`config.mk`:
```
export PLATFORM = sky130hd
export DESIGN_NAME = l2_tlb_requester_sv39x4
export DESIGN_NICKNAME = d
export VERILOG_FILES = /design/src/rtl/l2_tlb_requester_sv39x4.sv
export SDC_FILE = /design/constraint.sdc
export NUM_CORES = 1
export LEC_CHECK = 0
export BUFFER_PORTS_ARGS = -buffer_cell sky130_fd_sc_hd__buf_2
export CAP_MARGIN = 5
export CORE_ASPECT_RATIO = 0.5
export CORE_MARGIN = 4
export CORE_UTILIZATION = 27
export CTS_BUF_LIST = sky130_fd_sc_hd__clkbuf_2
export DETAILED_ROUTE_END_ITERATION = 16
export GPL_ROUTABILITY_DRIVEN = 0
export GPL_TIMING_DRIVEN = 0
export MAX_ROUTING_LAYER = met4
export PLACE_DENSITY = 0.49
export SKIP_LAST_GASP = 1
export SLEW_MARGIN = 10
export SYNTH_ARGS = -nofsm -noshare
export SYNTH_HDL_FRONTEND = slang
export SYNTH_SLANG_ARGS = --single-unit
export TNS_END_PERCENT = 30
```
`constraint.sdc`:
```
create_clock -name clk_i -period 10.15 [get_ports clk_i]
set_clock_uncertainty 0.2 [all_clocks]
set_input_delay 0.5075 -clock clk_i [delete_from_list [all_inputs] [get_ports clk_i]]
set_output_delay 0.5075 -clock clk_i [all_outputs]
set_load 0.005 [all_outputs]
```
`src/rtl/l2_tlb_requester_sv39x4.sv`:
```
// L2 TLB requester for Sv39x4 translation.
// Accepts one L1 TLB miss at a time, looks it up in the L2 TLB, and on an L2
// miss launches a page-table walk whose result is written back into the L2
// TLB before the response is returned. Flushes in flight either restart the
// lookup or turn the eventual response into a retry with no fill.
//
// Ports:
//   clk_i, rst_i                      clock, async active-high reset
//   miss_valid_i/miss_ready_o/miss_req_i     L1 miss request channel
//   l2_tlb_access_o/l2_tlb_req_o             L2 lookup strobe and tag
//   l2_tlb_hit_i/l2_tlb_resp_i               L2 lookup result (LOOKUP_LAT later)
//   l2_tlb_flushing_i                        L2 TLB busy flushing
//   l2_tlb_update_o                          L2 fill, '0 = no write
//   walk_valid_o/walk_ready_i                walk request handshake
//   walk_done_i/walk_error_i/walk_update_i   walk completion and result
//   flush_i                                  SFENCE/HFENCE (any kind)
//   resp_valid_o/resp_ready_i                response handshake
//   resp_hit_o/resp_error_o/resp_retry_o/resp_o   response payload
//   hit_cnt_o/miss_cnt_o                     saturating statistics counters

package l2_tlb_requester_sv39x4_pkg;
  typedef struct packed {
    logic [28:0] vpn;
    logic [15:0] asid;
    logic [13:0] vmid;
  } l2_tlb_req_t;

  typedef struct packed {
    logic [43:0] ppn;
    logic [1:0]  level;
    logic [7:0]  perm;
  } l2_tlb_resp_t;

  typedef struct packed {
    logic         valid;
    l2_tlb_req_t  tag;
    l2_tlb_resp_t entry;
  } l2_tlb_update_sv39x4_t;
endpackage

module l2_tlb_requester_sv39x4
  import l2_tlb_requester_sv39x4_pkg::*;
#(
  parameter int unsigned LOOKUP_LAT = 1,
  parameter int unsigned CNT_W      = 16
) (
  input  logic                  clk_i,
  input  logic                  rst_i,
  input  logic                  miss_valid_i,
  output logic                  miss_ready_o,
  input  l2_tlb_req_t           miss_req_i,
  output logic                  l2_tlb_access_o,
  output l2_tlb_req_t           l2_tlb_req_o,
  input  logic                  l2_tlb_hit_i,
  input  l2_tlb_resp_t          l2_tlb_resp_i,
  input  logic                  l2_tlb_flushing_i,
  output l2_tlb_update_sv39x4_t l2_tlb_update_o,
  output logic                  walk_valid_o,
  input  logic                  walk_ready_i,
  input  logic                  walk_done_i,
  input  logic                  walk_error_i,
  input  l2_tlb_update_sv39x4_t walk_update_i,
  input  logic                  flush_i,
  output logic                  resp_valid_o,
  input  logic                  resp_ready_i,
  output logic                  resp_hit_o,
  output logic                  resp_error_o,
  output logic                  resp_retry_o,
  output l2_tlb_resp_t          resp_o,
  output logic [CNT_W-1:0]      hit_cnt_o,
  output logic [CNT_W-1:0]      miss_cnt_o
);

  typedef enum logic [2:0] {
    IDLE, WAIT_FLUSH, LOOKUP, CHECK, WALK_REQ, WALK_WAIT, UPDATE, RESP
  } state_e;

  state_e                state_q;
  l2_tlb_req_t           req_q;
  l2_tlb_update_sv39x4_t upd_q;
  l2_tlb_resp_t          resp_q;
  logic                  hit_q, err_q, retry_q, drop_q;
  logic [1:0]            lat_q;
  logic [CNT_W-1:0]      hit_cnt_q, miss_cnt_q;
  logic                  fill_block;

  // A fill is abandoned if a flush is pending from the walk phase or hits
  // the L2 TLB in the very cycle the write would happen.
  assign fill_block = flush_i | l2_tlb_flushing_i | drop_q;

  always_ff @(posedge clk_i or posedge rst_i) begin
    if (rst_i) begin
      state_q    <= IDLE;
      req_q      <= '0;
      upd_q      <= '0;
      resp_q     <= '0;
      hit_q      <= 1'b0;
      err_q      <= 1'b0;
      retry_q    <= 1'b0;
      drop_q     <= 1'b0;
      lat_q      <= '0;
      hit_cnt_q  <= '0;
      miss_cnt_q <= '0;
    end else begin
      case (state_q)
        IDLE: begin
          if (miss_valid_i) begin
            req_q   <= miss_req_i;
            state_q <= l2_tlb_flushing_i ? WAIT_FLUSH : LOOKUP;
          end
        end
        WAIT_FLUSH: begin
          if (!l2_tlb_flushing_i) state_q <= LOOKUP;
        end
        LOOKUP: begin
          if (l2_tlb_flushing_i) begin
            state_q <= WAIT_FLUSH;
          end else begin
            lat_q   <= 2'(LOOKUP_LAT - 1);
            state_q <= CHECK;
          end
        end
        CHECK: begin
          // Lookup result is sampled when lat_q reaches zero, i.e. exactly
          // LOOKUP_LAT cycles after the access strobe.
          if (flush_i || l2_tlb_flushing_i) begin
            state_q <= WAIT_FLUSH;
          end else if (lat_q != 2'd0) begin
            lat_q <= lat_q - 2'd1;
          end else if (l2_tlb_hit_i) begin
            resp_q  <= l2_tlb_resp_i;
            hit_q   <= 1'b1;
            state_q <= RESP;
            if (hit_cnt_q != '1) hit_cnt_q <= hit_cnt_q + CNT_W'(1);
          end else begin
            state_q <= WALK_REQ;
            if (miss_cnt_q != '1) miss_cnt_q <= miss_cnt_q + CNT_W'(1);
          end
        end
        WALK_REQ: begin
          if (flush_i) drop_q <= 1'b1;
          if (walk_ready_i) state_q <= WALK_WAIT;
        end
        WALK_WAIT: begin
          if (flush_i) drop_q <= 1'b1;
          if (walk_done_i) begin
            state_q <= RESP;
            if (drop_q || flush_i) begin
              retry_q <= 1'b1;
            end else if (walk_error_i) begin
              err_q <= 1'b1;
            end else begin
              upd_q   <= walk_update_i;
              state_q <= UPDATE;
            end
          end
        end
        UPDATE: begin
          if (fill_block) retry_q <= 1'b1;
          state_q <= RESP;
        end
        RESP: begin
          if (resp_ready_i) begin
            hit_q   <= 1'b0;
            err_q   <= 1'b0;
            retry_q <= 1'b0;
            drop_q  <= 1'b0;
            resp_q  <= '0;
            state_q <= IDLE;
          end
        end
        default: state_q <= IDLE;
      endcase
    end
  end

  assign miss_ready_o    = (state_q == IDLE);
  assign l2_tlb_access_o = (state_q == LOOKUP);
  assign l2_tlb_req_o    = (state_q == IDLE) ? '0 : req_q;
  assign walk_valid_o    = (state_q == WALK_REQ);
  assign l2_tlb_update_o = (state_q == UPDATE && !fill_block) ? upd_q : '0;
  assign resp_valid_o    = (state_q == RESP);
  assign resp_hit_o      = hit_q;
  assign resp_error_o    = err_q;
  assign resp_retry_o    = retry_q;
  assign resp_o          = resp_q;
  assign hit_cnt_o       = hit_cnt_q;
  assign miss_cnt_o      = miss_cnt_q;

endmodule

```
* Yosys cells after proc, flatten, opt, wreduce, memory -nomap -nowiden
Cells that the tools add are included.
** Operators by class
- Muxes and demuxes :: 39
- Equality and inequality tests :: 25
- Add/sub/neg operators :: 3
- Reductions and logical operators :: 22
- Bitwise gates (word level) :: 7
** Operators with widths (number)
- 54-bit two-way mux :: 4
- 114-bit two-way mux :: 1
- 54-bit one-hot mux with 2 select lines :: 1
- 59-bit two-way mux :: 1
- 16-bit by 1-bit adder with 16-bit output (second input constant) :: 2
- 16-bit != test (second input constant) :: 2
- 5-bit AND reduction :: 5
- 2-bit != test (second input constant) :: 12
- 3-bit one-hot mux with 8 select lines :: 1
- 3-bit two-way mux :: 7
- 1-bit two-way mux :: 13
- 3-bit equality test (second input constant) :: 4
- 2-bit two-way mux :: 6
- 2-bit nonzero test :: 5
- 4-bit AND reduction :: 2
- 3-bit by 2-bit equality test with 1-bit output (second input constant) :: 2
- 2-bit by 1-bit != test with 1-bit output (second input constant) :: 3
- 1-bit one-hot mux with 2 select lines :: 3
- 6-bit AND reduction :: 1
- 1-bit inverter :: 5
- 2-bit one-hot mux with 2 select lines :: 1
- 3-bit by 1-bit equality test with 1-bit output (second input constant) :: 1
- 3-bit logical NOT :: 1
- 3-bit != test (second input constant) :: 1
- other kinds (10) :: 12
** Storage, ports and cells
- Input bits :: 237
- Word-level logic and storage cells :: 117
- Bits in registers :: 268

* Depth between registers and ports, before layout
- Depth in word-level cells :: 5
- Gate-level depth with buffers :: 7

* Least setup slack after synthesis
OpenSTA, ideal clock, no wires.
- Path kind :: input-to-output
- From :: in flush_i
- To :: out l2_tlb_update_o[100] (netlist name)
- Arrival :: 1.695 ns
- Data required time :: 9.443 ns
- Buffers on the path :: 2
- Stages :: 5
- Slack :: 7.747 ns
- Path through :: or2_1 nor4b_4 buf_2 clkbuf_1 and2_1
** RTL lines
- from (decl) :: line 63 : input logic flush_i,
- to (decl) :: line 57 : output l2_tlb_update_sv39x4_t l2_tlb_update_o,

==> run metrics <==
status=finished, final reports clean; Post-synth EDFFs=0; Distinct cells, synth=50; R2R cell count=8; initial antenna violation count=2; syn nets=1143; Worst setup EP type=output port; Area Growth Syn to Fin=57.72%; CTS clk-pin slew, worst paths=120 ps; H-Tree Depth=3; CP endpoint=l2_tlb_update_o[85]; RSZ-0062 raised after global routing=false; Post-CTS Setup Bufs=0; min-delay worst type=input port to asynchronous set/reset pin; PD cells=210.3 mW/mm^2; CTS buffer count=69; Final setup viols=0; leading register cell type out of synthesis=dfrtp_1; Crit. Startpoint=drop_q; CP Launch Type=register; crit path max fanout=10; Clock Latency Late Sink=900 ps; synthesized cell area=0.01186 sq mm; Sink Count=268; Die Height=156.2 um; drt wl/cell=18.14 um; reg2reg start=state_q[2]; DIE AREA=0.04755 sq mm; Gate Count Post-Synth=903; vias in the first global route=11770; drt drc=0; drt first-iter violations=605; TritonCTS clock tree=yes; Core ar.=0.04271 sq mm; number of I/O port buffers=502; Post-synth ARST share=100.0%; cell taking the most area after synthesis=dfrtp_1; I/O Pins=503; final setup TNS=0 ps; Reg-to-Reg End=state_q[0]; Final HPWL DP=31.96 mm; global-route wire length before repair=65.99 mm; layout cell share with drive strength beyond 1=42.52%; peak supply drop=86.63 uV; post-route cell area=0.01871 sq mm; CTS root buf=clkbuf_2; drt total wl=43.49 mm; Final ANT Viol Nets=0; part of the cycle the worst path needs=41.62%; Syn Area/Cell=13.14 sq um; FF+latch count, synth=268; DR vias/cell=4.441; dpl cells=1984; share of the synthesized area in the top cell type=56.54%; worst setup path class=register to output port; final non-filler cell total=2398; Final nets=2009; grt ovf=0; Seq/Total Area, Yosys=56.54%; Worst Path Required=9440 ps; max_cap viols=0; Synthesis Warnings=0; Final min period=4224 ps; GRT Total Usage=18.15%; Leak Pwr=9.837 nW; chip width=304.4 um; Fillers=4119; Peak Freq=236.7 MHz; Arr. time, crit path=3520 ps; via count=10650; Max Slew Vio Count=0; worst slew pin tran=877.7 ps; initial core utilization=27.77%; Cell Rows=53; top post-synthesis cells by area=dfrtp_1, mux2_2, and2_1; worst reg-to-reg setup slack=6790 ps; Fin. Hold Viols=0; slew margin rel.=41.17%; drt pass-1 iters=5; largest net degree at the start of global routing=116; area of placed instances=0.01516 sq mm; CTS max path bufs=3
[state kept, by name, indices dropped and copies added (netlist names)]
name / cells
upd_q: 114
req_q: 59
resp_o: 54
hit_cnt_o: 16
miss_cnt_o: 16
state_q: 3
lat_q: 2
drop_q: 1
resp_error_o: 1
resp_hit_o: 1
resp_retry_o: 1
[kinds of logic after synthesis]
family	after synthesis	share of synthesized area, %
and+or+nand+nor	271	14.85
DFF	268	56.54
muxes	177	16.79
AOI/OAI and AO/OA	87	6.456
buffers and inverters	68	2.901
xor gates and xnor gates	29	2.141
adders and majority gates	3	0.3165
[worst max-delay path, stage by stage, from the launching register on]
cell      delay, ps
dfrtp_1         440
or2_1           310
nor4b_4         580
buf_2           400
clkbuf_1        420
and2_1          300
buf_2           150
[routing by layer]
metal | track usage [%] | routed length (um) | up-vias
met3 | 3.638 | 1605 | 121
met2 | 32.96 | 23570 | 242
li1 | - | - | 4925
met5 | - | 0 | -
met1 | 18.97 | 16240 | 5362
met4 | 9.180 | 2071 | 0
[cells in the mapped netlist, types with 2 or more instances]
cell,count
a31oi_1,3
a2111oi_4,2
nor2_1,10
buf_2,17
clkbuf_1,24
nor4_1,6
nand3_1,12
buf_1,5
a2111oi_2,4
inv_1,11
dfrtp_1,268
nor3b_1,5
nand2_1,20
nor4b_4,4
and2_1,119
nor3_1,7
xor2_1,25
mux2_1,61
nand4_1,7
a211oi_1,5
o21ai_0,4
buf_6,7
xnor2_1,4
o21a_1,2
nand2b_1,2
ha_1,3
nor3_4,2
a21oi_1,7
and3_1,4
or2_2,2
a22o_1,55
nor2b_1,59
mux2_2,115
buf_4,4
or3_1,2
nor4_4,2
[stage by stage]
step / setup WS, ps / total power [mW] / hold WS [ps] / utilization, %
floorplan: 2061 / 2.410 / 248.9 / -
global placement: -1180 / 2.960 / 258.5 / 35.35
detailed placement: 6560 / 3.004 / 266.7 / 35.49
CTS: 5710 / 3.986 / 1.332 / 43.79
global route: 5594 / 4.223 / 16.14 / 43.80
finish: 5926 / 3.934 / 135.9 / 43.81
[final cells by class]
type	count	area, sq um	area share, %
multi-input cells	567	4811	25.72
diodes	3	7.507	0.04013
clock inverters	21	133.9	0.7156
repair buffers	795	5480	29.29
well taps	577	721.9	3.859
plain buffers	57	302.8	1.619
inverters	11	48.80	0.2608
clock buffers	99	495.5	2.648
flip-flops and latches	268	6706	35.85
[worst min-delay path by stage]
| stage | slack (ps) | to | startpoint |
|---|---|---|---|
| after floorplan | 250 | upd_q[0] | upd_q[0] |
| after global placement | 260 | upd_q[35] | upd_q[35] |
| after detailed placement | 270 | upd_q[33] | upd_q[33] |
| after CTS | 1 | resp_o[21] | rst_i |
| after global routing | 20 | upd_q[79] | rst_i |
| final | 140 | resp_o[21] | rst_i |
[power breakdown]
| part | switching, mW | internal [mW] |
|---|---|---|
| clock network | 0.467 | 0.311 |
| registers | 0.239 | 1.51 |
| logic | 0.595 | 0.807 |
[timing repair]
action / 4_1_cts / 5_1_grt
endpoints found under the hold margin: 367 / 0
hold buffers: 291 / 0
resized for setup: 0 / 0
[cells in the final DEF, fill, tap and decap left out, types with 3 or more instances in the layout]
cell,n
buf_4,4
buf_6,7
a22o_1,55
a211oi_1,5
xnor2_1,4
and3_1,4
nor2_1,10
ha_1,3
nor2b_1,59
diode_2,3
inv_1,10
and2_1,119
nor4_1,6
nor4b_4,4
a21oi_1,7
mux2_1,61
clkbuf_2,99
nor3b_1,5
a2111oi_2,4
buf_1,5
o21ai_0,4
nand4_1,7
dfrtp_1,268
buf_2,519
dlygate4sd3_1,291
clkbuf_1,24
a31oi_1,3
nand3_1,12
clkinv_1,15
nor3_1,7
xor2_1,25
mux2_2,115
nand2_1,20
Note: power is estimated with default switching activity, not from simulation.
